## config.mk

```make
export PLATFORM = sky130hd
export DESIGN_NAME = nibble_serial_adder
export DESIGN_NICKNAME = d
export VERILOG_FILES = /design/src/rtl/nibble_serial_adder.sv
export SDC_FILE = /design/constraint.sdc
export NUM_CORES = 1
export LEC_CHECK = 0
export BUFFER_PORTS_ARGS = -buffer_cell sky130_fd_sc_hd__buf_2
export CAP_MARGIN = 20
export CORE_MARGIN = 10
export CORE_UTILIZATION = 51
export DETAILED_ROUTE_END_ITERATION = 8
export GPL_TIMING_DRIVEN = 0
export PLACE_DENSITY = 0.89
export SLEW_MARGIN = 0
export SYNTH_ARGS = -nofsm -noshare
export SYNTH_HDL_FRONTEND = slang
export SYNTH_SLANG_ARGS = --single-unit
```

## constraint.sdc

```tcl
create_clock -name clk -period 2.68 [get_ports clk]
set_input_delay 0.804 -clock clk [delete_from_list [all_inputs] [get_ports clk]]
set_output_delay 0.804 -clock clk [all_outputs]
set_load 0.01 [all_outputs]
```

## src/rtl/nibble_serial_adder.sv

```systemverilog
// Serial wide adder: feeds one nibble per clock to an external 4-bit ripple adder
// (fulladd), least-significant slice first, chaining the slice carry between cycles.
module nibble_serial_adder #(
    parameter int NIBBLES = 4
) (
    input  logic                 clk,
    input  logic                 rst,
    input  logic                 start,
    input  logic [4*NIBBLES-1:0] op_a,
    input  logic [4*NIBBLES-1:0] op_b,
    input  logic                 cin,
    output logic                 busy,
    output logic                 done,
    output logic [4*NIBBLES-1:0] result,
    output logic                 cout,
    output logic                 ovf,
    output logic [3:0]           add_a,
    output logic [3:0]           add_b,
    output logic                 add_c,
    input  logic [3:0]           add_sum,
    input  logic [3:0]           add_carry
);

    localparam int W  = 4 * NIBBLES;
    localparam int IW = $clog2(NIBBLES);
    localparam logic [IW-1:0] LAST_IDX = IW'(NIBBLES - 1);

    typedef enum logic [1:0] {
        IDLE = 2'd0,
        RUN  = 2'd1,
        DONE = 2'd2
    } state_t;

    // Two's-complement overflow: like-signed operands producing a differently-signed sum.
    function automatic logic sum_overflow(input logic a_msb, input logic b_msb,
                                          input logic s_msb);
        return (a_msb == b_msb) && (s_msb != a_msb);
    endfunction

    state_t          state_r;
    logic [IW-1:0]   idx_r;
    logic [W-1:0]    a_sh_r;
    logic [W-1:0]    b_sh_r;
    logic            a_msb_r;
    logic            b_msb_r;
    logic [W-1:0]    result_r;
    logic            cout_r;
    logic            ovf_r;
    logic            busy_r;
    logic            done_r;
    logic [3:0]      add_a_r;
    logic [3:0]      add_b_r;
    logic            add_c_r;
    logic            accept_s;
    logic            unused_carry_s;

    // A start is honoured whenever no slices are in flight (IDLE or DONE).
    assign accept_s = start && (state_r != RUN);

    // Only the slice carry-out of the external adder is consumed.
    assign unused_carry_s = ^add_carry[2:0];

    // Sequencer: the adder operand registers are loaded one cycle ahead so that
    // add_a/add_b/add_c already present the slice being summed in each RUN cycle.
    always_ff @(posedge clk or posedge rst) begin
        if (rst) begin
            state_r  <= IDLE;
            idx_r    <= '0;
            a_sh_r   <= '0;
            b_sh_r   <= '0;
            a_msb_r  <= 1'b0;
            b_msb_r  <= 1'b0;
            result_r <= '0;
            cout_r   <= 1'b0;
            ovf_r    <= 1'b0;
            busy_r   <= 1'b0;
            done_r   <= 1'b0;
            add_a_r  <= 4'h0;
            add_b_r  <= 4'h0;
            add_c_r  <= 1'b0;
        end else if (accept_s) begin
            state_r  <= RUN;
            idx_r    <= '0;
            a_sh_r   <= op_a;
            b_sh_r   <= op_b;
            a_msb_r  <= op_a[W-1];
            b_msb_r  <= op_b[W-1];
            result_r <= '0;
            cout_r   <= 1'b0;
            ovf_r    <= 1'b0;
            busy_r   <= 1'b1;
            done_r   <= 1'b0;
            add_a_r  <= op_a[3:0];
            add_b_r  <= op_b[3:0];
            add_c_r  <= cin;
        end else begin
            case (state_r)
                RUN: begin
                    result_r[{idx_r, 2'b00} +: 4] <= add_sum;
                    a_sh_r <= a_sh_r >> 4'd4;
                    b_sh_r <= b_sh_r >> 4'd4;
                    if (idx_r == LAST_IDX) begin
                        state_r <= DONE;
                        idx_r   <= '0;
                        busy_r  <= 1'b0;
                        done_r  <= 1'b1;
                        cout_r  <= add_carry[3];
                        ovf_r   <= sum_overflow(a_msb_r, b_msb_r, add_sum[3]);
                        add_a_r <= 4'h0;
                        add_b_r <= 4'h0;
                        add_c_r <= 1'b0;
                    end else begin
                        state_r <= RUN;
                        idx_r   <= idx_r + IW'(1);
                        busy_r  <= 1'b1;
                        done_r  <= 1'b0;
                        add_a_r <= a_sh_r[7:4];
                        add_b_r <= b_sh_r[7:4];
                        add_c_r <= add_carry[3];
                    end
                end
                DONE: begin
                    state_r <= IDLE;
                    busy_r  <= 1'b0;
                    done_r  <= 1'b0;
                end
                IDLE: begin
                    state_r <= IDLE;
                    busy_r  <= 1'b0;
                    done_r  <= 1'b0;
                end
                default: begin
                    state_r <= IDLE;
                    idx_r   <= '0;
                    busy_r  <= 1'b0;
                    done_r  <= 1'b0;
                    add_a_r <= 4'h0;
                    add_b_r <= 4'h0;
                    add_c_r <= 1'b0;
                end
            endcase
        end
    end

    assign busy   = busy_r;
    assign done   = done_r;
    assign result = result_r;
    assign cout   = cout_r;
    assign ovf    = ovf_r;
    assign add_a  = add_a_r;
    assign add_b  = add_b_r;
    assign add_c  = add_c_r;

endmodule
```

==> results.cfg <==
[outcome]
run_status = finished, final reports clean

[global_routing]
antenna_violations_before_repair = 0
grt_pass1_vias = 1960
grt_pass1_wl_um = 10300
grt_overflow = 0
groute.usage.overall_pct = 15.6
grt_start_max_net_pins = 40

[logic_synthesis]
yosys.area.top_type = dfrtp_1
syn-mean-instance-area_um2 = 12.2
post_synth_instance_area_um2 = 2520
synthArstFlopShare_pct = 100
postSynthRegisterBits = 57
synth_largest_type_area_fraction_pct = 56.7
synthesis.instances = 207
synth_edf_count = 0
synth_sequential_area_ratio_pct = 56.7
ys_top_cells_by_area = dfrtp_1 (57%), mux2i_1 (11%), a22o_1 (6.3%), a221o_1 (3.6%), o21ai_0 (3.2%)
dominantRegCellSynth = dfrtp_1
netlist-cell-type-count = 29
synth_most_common_cell = dfrtp_1
synthesis.nets = 257
netlist_top_cells_count = dfrtp_1 (57), mux2i_1 (28), nand2_1 (20)
synth_warnings = 0

[worst_setup_path]
r2r.worst_path.cells = 4
worst_r2r_startpoint = idx_r[0]$_DFFE_PP0P_
critical_path.endpoint_type = flip-flop
regToRegSetupSlack_ns = 0.83
critical_path.max_fanout = 7
worst-endpoint-arrival_ns = 2.12
cp.required_ns = 2.96
worstSetupStartpointType = flip-flop
criticalPathCategory = reg -> reg
worst_r2r_endpoint = result[14]$_DFFE_PP0P_

[placed_design]
placed_cell_area_um2 = 2960
detailed_place_hpwl_um = 4620
final_replace_weighted_congestion = 0.801
dpl_cells = 343
place.port_buffers = 68

[clocking]
cts.sink_count = 57
cts.hold.buffers_added = 0
post-cts-setup-buffer-count = 0
cts_tree = built
path_clk_slew_ns = 0.06
ctsResizeCount = 0
clk_latency_ns = 0.34
cts-buffers-inserted = 9
ctsHtreeMaxLevel = 3
clk_root_buffer_cell = clkbuf_8
cts_max_path_buffers = 2

[floorplanning]
initial_core_util_pct = 52.9
die_outline_area_um2 = 8150
placement_rows = 25
die_width_um = 90.3
core_area_um2 = 4750
boundaryPins = 73
chipHeight_um = 90.3

[sta]
timing.slew.headroom_pct = 65.4
layout_worst_path_cycle_share_pct = 69.0
achievable-frequency_mhz = 541
final.min_clock_period_ns = 1.85
slew_at_the_pin_closest_to_its_max_slew_limit_ns = 0.518
report.final.hold_viol_count = 0
finalSetupTns_ns = 0
worst_hold_slack_ns = 0.449
slew_violations = 0
skew_ns = 0.00666
grt_setup_unrepaired = false
finalSetupViolCount = 0

[layout]
layoutNonFillerInstCount = 358
design_area_um2 = 3120
antenna_cells_inserted = 0
area_growth_pct = 24.1
fillerInstances = 382
layout.nets = 337
post_route_cells_drive_above_1_share_pct = 33.7

[route]
routed_wl_um = 6230
detailroute.wirelength.met3_um = 387
drt_pass1_iterations = 4
drt-initial-drc-count = 130
route.top_layer_used = met4
dr_total_vias = 1933
detail_route.wl_per_cell_um = 17.4
wirelength_met1_um = 2700
drc = 0
dr_wl_met2_um = 3010
post_drt_via_cell_ratio = 5.40
detail-route-antenna-nets = 0

[pwr]
p_leak_nw = 1.62
p_total_mw = 3.29
power.density_cell_area_nw_per_um2 = 1050
vdd_drop_max_v = 0.000471

[flow_run]
max-cap-violations = 0

[min_path]
hold_path_class = in -> async
-- flip-flops by register name, indices dropped and copies added (netlist names), 2 cells and up --
signal	count
b_sh_r	12
result	16
a_sh_r	12
idx_r	2
add_a	4
add_b	4
-- cells by family after synthesis --
logic type,after synthesis,synth area share [%]
flip-flops,57,56.7
buffers and inverters,17,3.28
multiplexers,30,12.0
AND/OR/NAND/NOR,50,10.8
adder cells (fa/ha/maj),6,2.98
AO/OA/AOI/OAI,47,14.2
-- cell type report --
cell class	instances	area [µm²]	share of cell area, %
sequential	57	1430	45.7
tap	67	83.8	2.68
clock inverter	4	20.0	0.641
buffer	14	71.3	2.28
timing repair buffer	69	360	11.5
inverter	3	11.3	0.361
clock buffer	11	141	4.53
multi-input combinational	133	1010	32.3
-- critical path: stages (launching register included) --
cell and delay [ns]:
dfrtp_1 0.50, inv_1 0.19, ha_1 0.42, nor3_1 0.47, a22o_1 0.21
-- report_power, final --
group          total (mW)  switching (mW)  internal [mW]
clock               0.674           0.326          0.348
combinational        1.24           0.701          0.536
sequential           1.37           0.198           1.18
total                3.29            1.22           2.06
-- cell usage in the layout, fill, tap and decap left out, types with 2 or more instances in the layout --
cell and count:
a22o_1 18, inv_1 2, mux2_2 2, o21ai_0 16, mux2i_1 28, ha_1 6
nand2b_1 2, nor2_1 9, a221o_1 9, clkinv_2 4, nand2_1 20, buf_2 74
clkbuf_1 7, nor3b_1 10, dfrtp_1 57, clkbuf_8 10
-- metrics by stage --
step	worst slack [ns]	util (%)
2_1_floorplan	0.476	-
3_3_place_gp	-0.141	61.9
3_5_place_dp	0.689	62.3
4_1_cts	0.836	65.7
5_1_grt	0.718	65.7
6_report	0.831	65.7
-- metal layers --
layer  GRT usage (%)  up-vias
li1                -      917
met1            19.1      947
met2            24.2       58
met3            5.99       11
met4            6.23        0
met5               0        -
-- how the worst max path moves through the flow --
stage | start | to | slack [ns] | cells past startpoint
2_1_floorplan | rst | a_msb_r$_DFFE_PP0P_ | 0.48 | 1
3_3_place_gp | rst | b_sh_r[12]$_DFFE_PP0P_ | -0.14 | 2
3_5_place_dp | start | a_sh_r[12]$_DFFE_PP0P_ | 0.69 | 5
4_1_cts | idx_r[0]$_DFFE_PP0P_ | result[2]$_DFFE_PP0P_ | 0.84 | 4
5_1_grt | idx_r[0]$_DFFE_PP0P_ | result[2]$_DFFE_PP0P_ | 0.72 | 4
6_report | idx_r[0]$_DFFE_PP0P_ | result[14]$_DFFE_PP0P_ | 0.83 | 4
Power figures use the tool's default switching activity.
